--- src/rtl/neural_pkg.sv ---
// Shared types for the sample fetch path: Q16.16 words, record layout,
// FIFO entry and fetch FSM encoding.
package neural_pkg;

  typedef logic signed [31:0] fixed_t;   // Q16.16

  localparam int REC_WORDS = 5;
  localparam int HDR_WORDS = 2;

  // {target, in3, in2, in1, in0}; in0 lands at bits [31:0]
  typedef struct packed {
    fixed_t       target;
    fixed_t [3:0] in;
  } record_t;

  typedef struct packed {
    record_t rec;
    logic    last;
    logic    fin;
  } fifo_entry_t;

  typedef enum logic [2:0] {
    HDR0, HDR1, IDLE, TRAIN, TEST, DRAIN
  } fetch_state_t;

  // word address of record idx (train and test records share one numbering)
  function automatic logic [15:0] rec_base(input logic [15:0] idx);
    return 16'(HDR_WORDS) + 16'(REC_WORDS) * idx;
  endfunction

endpackage

--- src/rtl/sample_fetch_unit_record_fifo.sv ---
// Synchronous FIFO of assembled records with their last/final flags.
// Push on a full FIFO is accepted only when a pop happens in the same cycle.
module record_fifo
  import neural_pkg::*;
#(
  parameter int DEPTH = 4
) (
  input  logic                     clk,
  input  logic                     rst,
  input  logic                     push,
  input  fifo_entry_t              wdata,
  input  logic                     pop,
  output fifo_entry_t              rdata,
  output logic                     full,
  output logic                     empty,
  output logic [$clog2(DEPTH):0]   count
);

  localparam int AW = $clog2(DEPTH);
  localparam int CW = AW + 1;

  fifo_entry_t   mem [DEPTH];
  logic [AW-1:0] wr_ptr, rd_ptr;
  logic          do_push, do_pop;

  assign empty   = (count == '0);
  assign full    = (count == CW'(DEPTH));
  assign do_pop  = pop && !empty;
  assign do_push = push && (!full || do_pop);
  assign rdata   = mem[rd_ptr];

  // storage array, no reset needed: head is only observed when not empty
  always_ff @(posedge clk)
    if (do_push) mem[wr_ptr] <= wdata;

  // pointers and occupancy
  always_ff @(posedge clk or posedge rst)
    if (rst) begin
      wr_ptr <= '0;
      rd_ptr <= '0;
      count  <= '0;
    end else begin
      if (do_push) wr_ptr <= wr_ptr + AW'(1);
      if (do_pop)  rd_ptr <= rd_ptr + AW'(1);
      count <= count + CW'(do_push) - CW'(do_pop);
    end

endmodule

--- src/rtl/sample_fetch_unit.sv ---
// Sample fetch unit: loads the dataset header, then streams training
// records (EPOCHS passes) or a single test record from word memory into
// a record FIFO presented on a valid/ready port.
module sample_fetch_unit
  import neural_pkg::*;
#(
  parameter int ADDR_W     = 32,
  parameter int FIFO_DEPTH = 4,
  parameter int MAX_OUT    = 2,
  parameter int EPOCHS     = 200
) (
  input  logic              clk,
  input  logic              rst,
  input  logic              start_train,
  input  logic              start_test,
  input  logic [7:0]        test_sel,
  output logic              mem_req,
  output logic [ADDR_W-1:0] mem_addr,
  input  logic              mem_gnt,
  input  logic              mem_rvalid,
  input  logic [31:0]       mem_rdata,
  output logic              hdr_valid,
  output logic [7:0]        num_train,
  output logic [7:0]        num_test,
  output logic              rec_valid,
  input  logic              rec_ready,
  output logic [159:0]      rec_data,
  output logic              rec_last,
  output logic              rec_final,
  output logic              busy,
  output logic              sel_err
);

  localparam int CAP = REC_WORDS * FIFO_DEPTH;   // words the FIFO can absorb

  fetch_state_t state, state_n;

  logic        boot;          // one cycle after reset, so mem_req is 0 in reset
  logic        hdr_issued;    // header word requested, waiting for its data
  logic        train_mode;

  // issue side
  logic [15:0] addr_q;
  logic [2:0]  w_cnt;
  logic [7:0]  r_cnt;
  logic [15:0] e_cnt;
  logic [7:0]  out_cnt;

  // receive side
  logic [2:0]   rx_w;
  logic [7:0]   rx_r;
  logic [15:0]  rx_e;
  fixed_t [3:0] asm_words;

  logic        gnt_ok, can_issue, issue_done;
  logic        w_last, r_last, e_last;
  logic        go_train, go_test, bad_sel;
  logic        rx_active, rx_rec_last, rx_rec_final;
  logic [15:0] inflight;

  logic                       fifo_push, fifo_pop, fifo_full, fifo_empty;
  logic [$clog2(FIFO_DEPTH):0] fifo_count;
  fifo_entry_t                fifo_wdata, fifo_rdata;

  assign gnt_ok   = mem_req && mem_gnt;
  assign w_last   = (w_cnt == 3'd4);
  assign r_last   = (r_cnt == num_train - 8'd1);
  assign e_last   = (e_cnt == 16'(EPOCHS - 1));
  assign issue_done = gnt_ok && w_last && (state == TEST || (r_last && e_last));

  assign go_train = (state == IDLE) && start_train && (num_train != 8'd0);
  assign go_test  = (state == IDLE) && !start_train && start_test && (test_sel < num_test);
  assign bad_sel  = (state == IDLE) && !start_train && start_test && (test_sel >= num_test);

  // Words requested but not yet sitting in the FIFO, plus words the FIFO
  // already holds; one more request is allowed only if that total still fits.
  assign inflight  = 16'(out_cnt) + 16'(rx_w) + 16'(REC_WORDS) * 16'(fifo_count);
  assign can_issue = (out_cnt < 8'(MAX_OUT)) && (inflight < 16'(CAP));

  assign rx_active    = mem_rvalid && (state == TRAIN || state == TEST || state == DRAIN);
  assign rx_rec_last  = train_mode ? (rx_r == num_train - 8'd1) : 1'b1;
  assign rx_rec_final = train_mode ? (rx_rec_last && rx_e == 16'(EPOCHS - 1)) : 1'b1;

  assign fifo_wdata.rec.target = mem_rdata;
  assign fifo_wdata.rec.in     = asm_words;
  assign fifo_wdata.last       = rx_rec_last;
  assign fifo_wdata.fin        = rx_rec_final;
  // credit accounting guarantees a free slot; the full check keeps the head intact regardless
  assign fifo_push = rx_active && (rx_w == 3'd4) && (!fifo_full || fifo_pop);
  assign fifo_pop  = rec_valid && rec_ready;

  assign rec_valid = !fifo_empty;
  assign rec_data  = rec_valid ? fifo_rdata.rec  : '0;
  assign rec_last  = rec_valid && fifo_rdata.last;
  assign rec_final = rec_valid && fifo_rdata.fin;

  assign busy = (state == TRAIN) || (state == TEST) ||
                ((state == DRAIN) && !(out_cnt == 8'd0 && fifo_empty));

  record_fifo #(.DEPTH(FIFO_DEPTH)) u_fifo (
    .clk   (clk),
    .rst   (rst),
    .push  (fifo_push),
    .wdata (fifo_wdata),
    .pop   (fifo_pop),
    .rdata (fifo_rdata),
    .full  (fifo_full),
    .empty (fifo_empty),
    .count (fifo_count)
  );

  // state register
  always_ff @(posedge clk or posedge rst)
    if (rst) state <= HDR0;
    else     state <= state_n;

  // next state and memory request
  always_comb begin
    state_n  = state;
    mem_req  = 1'b0;
    mem_addr = ADDR_W'(addr_q);
    unique case (state)
      HDR0: begin
        mem_req  = boot && !hdr_issued;
        mem_addr = '0;
        if (mem_rvalid) state_n = HDR1;
      end
      HDR1: begin
        mem_req  = !hdr_issued;
        mem_addr = ADDR_W'(1);
        if (mem_rvalid) state_n = IDLE;
      end
      IDLE: begin
        if (go_train)     state_n = TRAIN;
        else if (go_test) state_n = TEST;
      end
      TRAIN, TEST: begin
        mem_req = can_issue;
        if (issue_done) state_n = DRAIN;
      end
      DRAIN: if (out_cnt == 8'd0 && fifo_empty) state_n = IDLE;
      default: state_n = HDR0;
    endcase
  end

  // header load, outstanding count, select-error pulse
  always_ff @(posedge clk or posedge rst)
    if (rst) begin
      boot       <= 1'b0;
      hdr_issued <= 1'b0;
      hdr_valid  <= 1'b0;
      num_train  <= '0;
      num_test   <= '0;
      out_cnt    <= '0;
      sel_err    <= 1'b0;
    end else begin
      boot    <= 1'b1;
      out_cnt <= out_cnt + 8'(gnt_ok) - 8'(mem_rvalid);
      sel_err <= bad_sel;
      if ((state == HDR0 || state == HDR1) && gnt_ok) hdr_issued <= 1'b1;
      if (state == HDR0 && mem_rvalid) begin
        num_train  <= mem_rdata[7:0];
        hdr_issued <= 1'b0;
      end
      if (state == HDR1 && mem_rvalid) begin
        num_test   <= mem_rdata[7:0];
        hdr_issued <= 1'b0;
        hdr_valid  <= 1'b1;
      end
    end

  // address generation: word / record / epoch counters advance per grant
  always_ff @(posedge clk or posedge rst)
    if (rst) begin
      addr_q <= '0;
      w_cnt  <= '0;
      r_cnt  <= '0;
      e_cnt  <= '0;
    end else if (go_train) begin
      addr_q <= 16'(HDR_WORDS);
      w_cnt  <= '0;
      r_cnt  <= '0;
      e_cnt  <= '0;
    end else if (go_test) begin
      addr_q <= rec_base(16'(num_train) + 16'(test_sel));
      w_cnt  <= '0;
    end else if (gnt_ok && (state == TRAIN || state == TEST)) begin
      if (w_last) begin
        w_cnt <= '0;
        if (state == TRAIN && r_last) begin
          r_cnt  <= '0;
          e_cnt  <= e_cnt + 16'd1;
          addr_q <= 16'(HDR_WORDS);
        end else begin
          r_cnt  <= r_cnt + 8'd1;
          addr_q <= addr_q + 16'd1;
        end
      end else begin
        w_cnt  <= w_cnt + 3'd1;
        addr_q <= addr_q + 16'd1;
      end
    end

  // record assembler: gathers in0..in3, fifth word completes the push;
  // its own record/epoch counters derive the last/final flags in return order
  always_ff @(posedge clk or posedge rst)
    if (rst) begin
      rx_w       <= '0;
      rx_r       <= '0;
      rx_e       <= '0;
      train_mode <= 1'b0;
      asm_words  <= '0;
    end else if (go_train || go_test) begin
      rx_w       <= '0;
      rx_r       <= '0;
      rx_e       <= '0;
      train_mode <= go_train;
    end else if (rx_active) begin
      if (rx_w == 3'd4) begin
        rx_w <= '0;
        if (rx_rec_last) begin
          rx_r <= '0;
          rx_e <= rx_e + 16'd1;
        end else begin
          rx_r <= rx_r + 8'd1;
        end
      end else begin
        asm_words[rx_w[1:0]] <= mem_rdata;
        rx_w <= rx_w + 3'd1;
      end
    end

endmodule

--- config.mk ---
export PLATFORM = sky130hd
export DESIGN_NAME = sample_fetch_unit
export DESIGN_NICKNAME = d
export VERILOG_FILES = /design/src/rtl/neural_pkg.sv /design/src/rtl/sample_fetch_unit_record_fifo.sv /design/src/rtl/sample_fetch_unit.sv
export SDC_FILE = /design/constraint.sdc
export NUM_CORES = 1
export LEC_CHECK = 0
export ABC_AREA = 1
export CAP_MARGIN = 25
export CORE_MARGIN = 3
export CORE_UTILIZATION = 40
export CTS_CLUSTER_DIAMETER = 60
export DETAILED_ROUTE_END_ITERATION = 10
export SETUP_SLACK_MARGIN = 0.1
export SLEW_MARGIN = 10
export SYNTH_ARGS = -nofsm -noshare
export SYNTH_HDL_FRONTEND = slang
export SYNTH_SLANG_ARGS = --single-unit
--- constraint.sdc ---
create_clock -name clk -period 16.7 [get_ports clk]
set_clock_uncertainty 0.05 [all_clocks]
set_input_delay 3.34 -clock clk [delete_from_list [all_inputs] [get_ports clk]]
set_output_delay 3.34 -clock clk [all_outputs]
set_load 0.05 [all_outputs]
==> metrics.md, run 1 <==
| Metric | Value |
|---|---|
| H-Tree Depth | 3 |
| Tmin final | approximately 8.2 ns |
| N_diodes | 0 |
| VDD IR max | 0.1885 mV |
| Tcrit/Tclk final | 0.4892 |
| # hold bufs at CTS | 0 |
| Compound-Gate Fraction of Synth Area | 0.09931 |
| Clk buf depth | 3 |
| Sequential share of the synthesized area | 0.6640 |
| Worst Tran Pin Value | between 1 and 1.5 ns |
| Distinct cell type count after synthesis | 50 |
| Synth Register Bits | 885 |
| Run status | finished, final reports clean |
| Kind of critical path | reg2out |
| Startpoint Class | flip-flop |
| Post-synth EDFFs | around 650 |
| Clock transition at path regs | around 0.060 ns |
| Row cnt | between 100 and 150 |
| Grt total ovfl | 0 |
| Final RePlAce weighted congestion | about 0.85 |
| Die X | roughly 320 µm |
| Routed vias/inst | between 5 and 6 |
| Residual DRC | 0 |
| Xor/xnor share of the synthesized area | 0.01374 |
| Skew-Pair Late Insertion Delay | ~0.66 ns |
| Fin. max-slew vios | 0 |
| Die height | around 320 µm |
| First-pass GRT wire length | 156.5 mm |
| Share of layout cells above drive strength 1 | 0.07110 |
| Area Growth Syn to Fin | 18.44% |
| Leakage | 0.01734 µW |
| Antenna Nets Post-Route | 0 |
| Synth top cells by count | 774 x nor2_1, 648 x edfxtp_1, 482 x nand2_1, 460 x o21ai_0, 237 x dfrtp_1 |
| Post-synth ARST share | 0.2678 |
| Cells taking the most area after synthesis | edfxtp_1 51%, dfrtp_1 16%, nor2_1 7.6%, o21ai_0 6.0%, nand2_1 4.7% |
| Vias in the first global route | roughly 25k |
| Headroom to the max-slew limit | 0.3039 |
| WP data arrival | 4.78 ns |
| Filler instances | 8480 |
| WL per Instance | just over 20 µm |
| Core Region | around 94000 µm² |
| I/O pin count | ~260 |
| WL final | ~100 mm |
| Worst Hold Class | reg2reg |
| CP max FO | ~210 |
| Synth Area in Adders | 0.02853 |
| Final setup violating endpoints | 0 |
| Post-CTS Setup Bufs | 0 |
| Port bufs | 245 |
| RSZ-0062 raised after global routing | false |
| All-Layer GR Usage | 0.2086 |
| Most frequent cell after synthesis | nor2_1 |
| Synth Flop Type | edfxtp_1 |
| Clk root buf | clkbuf_16 |
| Pin count of the biggest net entering global routing | 209 |
| Initial antenna violation count | 4 |
| HPWL Detailed | 60.69 mm |
| Leading area contributor after synthesis | edfxtp_1 |
| Die area | 99340 µm² |
| Vias after detailed routing | ~26k |
| Avg Inst Size Synth | roughly 11 µm² |
| Post-synth top area share | 0.5089 |
| Max Clk Rate | 0.1224 GHz |
| # clock sinks | 885 |
| Mapped Cells | 3603 |
| Post-synthesis mux area share | 0 |
| CTS Buf Count | 96 |
| Endpoints failing hold | 0 |
| Power density over the cells | around 220 nW/µm² |
| Sum of negative setup slack | 0 ns |
| Yosys warnings | 0 |
| Power Total | roughly 10000 µW |
| Max Cap Viol | 0 |
| Simple-gate portion of the synthesized area | 0.1527 |
| Pre-antenna DRT Iters | 6 |
| Detailed router's first-iteration violation count | between 2k and 2.5k |
| Initial Util | 0.4067 |
| Mapped Area | about 38000 µm² |
| CTS tree | done |
| Resized cells post-CTS | 0 |
| Layout Nets | between 3k and 4k |
| Crit. End Element | primary output |
| Main combinational cell family by area after synthesis | simple AND/OR/NAND/NOR gates |
| Data required, critical path | 13.31 ns |
[state kept, by name, summed over array words and instances (netlist names), 8 cells and up]
| signal | cells |
|---|---|
| rx_r | 8 |
| addr_q | 16 |
| num_train | 8 |
| num_test | 8 |
| asm_words | 128 |
| e_cnt | 16 |
| out_cnt | 8 |
| r_cnt | 8 |
| u_fifo.mem | 648 |
| rx_e | 16 |
[cell families after synthesis]
kind of cell / after synthesis
AOI/OAI and AO/OA: 735
xor gates and xnor gates: 60
adders and majority gates: 83
buffers and inverters: 387
DFF: 885
other: 2
and+or+nand+nor: 1451
[metal layers]
layer	track usage	part of all wire	vias to the layer above
met5	0	0	-
li1	-	-	12630
met3	0.04089	0.068	144
met1	0.2873	0.44	12800
met4	0.05332	0.023	0
met2	0.3396	0.47	739
[final timing paths]
check	from	endpoint	slack (ns)	cells after the start
min	asm_words[9]$_DFFE_PP0P_	u_fifo.mem[0][11]$_DFFE_PP_	0.44	0
max	u_fifo.rd_ptr[0]$_DFFE_PP0P_	rec_data[69]	8.53	7
max in group asynchronous	rst	u_fifo.rd_ptr[0]$_DFFE_PP0P_	11.75	3
min in group asynchronous	rst	r_cnt[5]$_DFFE_PP0P_	3.21	2
min reg2reg	asm_words[9]$_DFFE_PP0P_	u_fifo.mem[0][11]$_DFFE_PP_	0.44	0
max reg2reg	u_fifo.count[0]$_DFF_PP0_	out_cnt[6]$_DFF_PP0_	11.88	27
[cell type report]
cell class                 instances  area (µm²)  area share
multi-input combinational       2346       11360      0.2508
sequential                       885       25400      0.5608
tap                             1254        1569     0.03464
clock buffer                     132        2760     0.06094
timing repair buffer             274        2820     0.06227
clock inverter                    45       610.6     0.01348
inverter                         200       775.7     0.01713
[stage by stage]
stage | worst slack [ns] | std cells | area (µm²) | hold WS [ns] | util
final | 8.531 | 5136 | 45290 | 0.4423 | 0.4817
after global routing | 8.219 | 5136 | 45290 | 0.4641 | 0.4817
after CTS | 8.405 | 5131 | 45160 | 0.4453 | 0.4803
after detailed placement | 9.119 | 4954 | 41790 | 0.4393 | 0.4444
after global placement | 9.139 | 4953 | 41760 | 0.4386 | 0.4441
after floorplan | 5.302 | 3618 | 38300 | 0.4200 | -
[critical path, stage by stage (launching register included)]
cell	delay, ns
dfrtp_4	0.88
buf_4	0.72
buf_12	0.79
nor2_1	0.14
nor2_1	0.11
o21ai_0	0.09
a21oi_1	0.41
clkdlybuf4s50_1	0.90
[layout by cell type, fill, tap and decap left out, types with 5 or more instances in the layout]
cell type and instances:
buf_4 20, clkdlybuf4s50_1 245, conb_1 17, o21ai_0 460
clkinv_2 18, nor4_1 12, fa_1 7, clkbuf_16 98
nor2_1 768, edfxtp_1 648, nand2_1 482, buf_16 5
o21ai_2 17, xor2_1 51, o21ai_1 25, nand2_2 23
inv_2 9, dfrtp_1 235, nor2_4 7, or2_2 11
bufinv_16 12, xnor2_1 9, ha_1 76, nand4_1 20
a21oi_1 214, nand3_1 79, clkbuf_1 16, clkbuf_8 18
nor2_2 7, clkinvlp_4 6, inv_1 186, nor3_1 30
[report_power, final]
part	switching (µW)	total, µW	leakage (µW)	internal (µW)
Sequential	333	3090	0.00893	2760
Combinational	3200	4600	0.00676	1400
Clock	878	2230	0.00165	1350
(Power assumes the default switching activity.)
==> inputs of run 2 (changes only) <==
==> constraint.sdc (replaced) <==
create_clock -name clk -period 7.4 [get_ports clk]
set_clock_uncertainty 0.05 [all_clocks]
set_input_delay 1.48 -clock clk [delete_from_list [all_inputs] [get_ports clk]]
set_output_delay 1.48 -clock clk [all_outputs]
set_load 0.05 [all_outputs]
==> run 2 against run 1 <==
Against the previous run:
- global-route usage increased by 0.10 points
- utilization decreased by 0.15 points
- register-to-register slack got worse by 9.2 ns
- via count increased by 1.3%
- first-iteration DRC count decreased by 0.22%
- worst setup slack got worse by 7.0 ns
- critical path depth unchanged
==> metrics.md, run 2 (same netlist as run 1, synthesis figures left out) <==
| Metric | Value |
|---|---|
| Share of layout cells above drive strength 1 | 0.06941 (-0.001689) |
| Pre-antenna DRT Iters | 5 (-1) |
| Headroom to the max-slew limit | 0.3050 (+0.001084) |
| Tmin final | 5.904 ns |
| Die area | 99340 µm² (unchanged) |
| Port bufs | 245 (unchanged) |
| Tcrit/Tclk final | 0.7978 |
| Clk root buf | clkbuf_16 |
| WP data arrival | 4.37 ns (-0.41 ns) |
| VDD IR max | 0.3250 mV (+72%) |
| Resized cells post-CTS | 0 (unchanged) |
| R2R cell count | 27 (unchanged) |
| Top Family by Delay on Critical Path | buffers and inverters |
| M3 GR Usage | 0.03668 (-0.004207) |
| Clock transition at path regs | 0.06 ns (about the same) |
| CP Cell Sequence | buf_4, buf_4, nor2_1, nor2_1, o21ai_0, a21oi_1, clkdlybuf4s50_1 |
| Kind of critical path | reg2out |
| Max Clk Rate | ~0.17 GHz |
| Place WS | 2.182 ns (-6.937 ns) |
| Detailed router's first-iteration violation count | 2320 (-0.22%) |
| Largest register by flop count | u_fifo.mem |
| Register area | 25400 µm² (unchanged) |
| Data required, critical path | 5.87 ns (-7.44 ns) |
| Vias in the first global route | 25.30k (+1.7%) |
| Layout Nets | 3935 (+0.051%) |
| Slowest CP cell | clkdlybuf4s50_1 |
| Final setup violating endpoints | 0 (unchanged) |
| Max Cap Viol | 0 (unchanged) |
| All-Layer GR Usage | 0.2097 (+0.001026) |
| Layout Utilization | 0.4801 (-0.001504) |
| Area occupied by multi-input gates | 11360 µm² (unchanged) |
| Antenna Nets Post-Route | 0 (unchanged) |
| Met1 GRT Util | 0.2897 (+0.002373) |
| Vias after detailed routing | 26.65k (+1.3%) |
| Initial antenna violation count | 5 (+1) |
| Endpoints failing hold | 0 (unchanged) |
| # clock sinks | 885 (unchanged) |
| Leading cell type in the layout, fill and taps excluded | nor2_1 |
| Leakage | 0.01728 µW (-0.39%) |
| Worst Path Buf+Inv | 3 (unchanged) |
| Most frequent cells in the layout | 768 x nor2_1, 648 x edfxtp_1, 482 x nand2_1 |
| Top flop regs | u_fifo.mem: 648 flops, asm_words: 128 flops |
| CP max FO | 53 (-75%) |
| Global routing's busiest layer | met2 |
| Sum of negative setup slack | 0 ns (unchanged) |
| Die height | 315.2 µm (unchanged) |
| Fin. max-slew vios | 0 (unchanged) |
| WL per Instance | 20.51 µm (+0.86%) |
| Die X | 315.2 µm (unchanged) |
| CTS tree | done |
| Routed vias/inst | 5.177 (+1.1%) |
| Filler instances | 8408 (-0.85%) |
| HPWL Detailed | 61.68 mm (+1.6%) |
| H-Tree Depth | 3 (unchanged) |
| Row cnt | 112 (unchanged) |
| Clk buf depth | 3 (unchanged) |
| Pin count of the biggest net entering global routing | 191 (-8.6%) |
| Final setup margin | 1.496 ns (-7.035 ns) |
| Area Growth Syn to Fin | 18.07% |
| Residual DRC | 0 (unchanged) |
| WL final | 105.6 mm (+1.1%) |
| Worst Hold Class | reg2reg |
| Initial Util | 0.4067 (unchanged) |
| Critical path's largest stage delay | 0.92 ns (+0.02 ns) |
| Startpoint Class | flip-flop |
| # hold bufs at CTS | 0 (unchanged) |
| CTS Buf Count | 98 (+2.1%) |
| First-pass GRT wire length | 157.7 mm (+0.71%) |
| Grt total ovfl | 0 (unchanged) |
| Power density over the cells | 492.0 nW/µm² (+120%) |
| Crit. End Element | primary output |
| Post-CTS Setup Bufs | 0 (unchanged) |
| I/O pin count | 262 (unchanged) |
| Worst Tran Pin Value | 1.043 ns (-0.001625 ns) |
| Final RePlAce weighted congestion | 0.8682 (+1.6%) |
| Largest register FFs | 648 (unchanged) |
| Cells on Worst Hold Path | 0 (unchanged) |
| RSZ-0062 raised after global routing | false |
| Skew-Pair Late Insertion Delay | 0.67 ns (about the same) |
| CP Depth | 7 (unchanged) |
| Core Region | 94030 µm² (unchanged) |
| Met2 usage | 0.3405 (+0.0008454) |
| Run status | finished, final reports clean |
run 2: cell count changes in the layout (fill, tap and decap cells not counted), moves of 3 or more:
cell	change
buf_12	+6
buf_16	-5
bufinv_16	-8
clkbuf_1	+13
clkinv_16	+3
clkinv_4	+3
clkinvlp_4	-6
diode_2	+4
run 2: area by class of cell:
type | count | share of cell area
Sequential cell | 885 | 0.5625
Multi-Input combinational cell | 2346 | 0.2516
Timing Repair Buffer | 274 | 0.06191
Clock buffer | 143 | 0.06161
Tap cell | 1254 | 0.03475
Inverter | 200 | 0.01718
Clock inverter | 42 | 0.01025
Antenna cell | 4 | 0.0002217
run 2: power by group:
| part | total, µW | leakage, µW | switching (µW) | internal, µW |
|---|---|---|---|---|
| combinational | 10400 | 0.00675 | 7310 | 3140 |
| clock | 4800 | 0.00160 | 2020 | 2780 |
| sequential | 6970 | 0.00893 | 734 | 6230 |
run 2: final timing paths:
path | endpoint | from | slack (ns)
worst max-delay path | rec_data[159] | u_fifo.rd_ptr[0]$_DFFE_PP0P_ | 1.50
worst min-delay path | u_fifo.mem[3][28]$_DFFE_PP_ | asm_words[26]$_DFFE_PP0P_ | 0.43
worst max register to register | out_cnt[6]$_DFF_PP0_ | u_fifo.count[0]$_DFF_PP0_ | 2.68
worst min register to register | u_fifo.mem[3][28]$_DFFE_PP_ | asm_words[26]$_DFFE_PP0P_ | 0.43
max in group asynchronous | u_fifo.rd_ptr[0]$_DFFE_PP0P_ | rst | 4.62
min in group asynchronous | r_cnt[0]$_DFFE_PP0P_ | rst | 1.24
run 2: routing by layer:
| metal | vias up | routed length, µm |
|---|---|---|
| met4 | 0 | 2900 |
| met3 | 151 | 7250 |
| met2 | 861 | 49400 |
| met5 | - | 0 |
| li1 | 12630 | - |
| met1 | 13010 | 46010 |
run 2: per-stage QoR:
stage	instances	total power (µW)	area [µm²]	hold WS, ns
6_report	5148	22210	45150	0.4342
4_1_cts	5144	22400	45140	0.4344
5_1_grt	5145	23530	45140	0.4564
3_3_place_gp	4959	17450	41890	0.4398
2_1_floorplan	3618	13960	38300	0.4200
3_5_place_dp	4959	17550	41890	0.4440
run 2: worst register-to-register path, cell delays in order (launching register included):
cell	delay (ns)
dfrtp_1	0.42
ha_1	0.31
ha_1	0.27
inv_1	0.05
fa_1	0.50
inv_1	0.07
fa_1	0.43
nand2_1	0.09
nand2_1	0.09
nand3_1	0.09
nand2_1	0.06
nand2_1	0.05
nand2_1	0.04
nor2_1	0.09
nand2_1	0.08
nand2_2	0.12
nand2_2	0.09
ha_1	0.32
inv_1	0.06
ha_1	0.20
fa_1	0.40
a21oi_1	0.17
nor2_1	0.08
nor2_1	0.09
nor2_1	0.06
nor2_1	0.08
o21ai_0	0.10
xor2_1	0.15
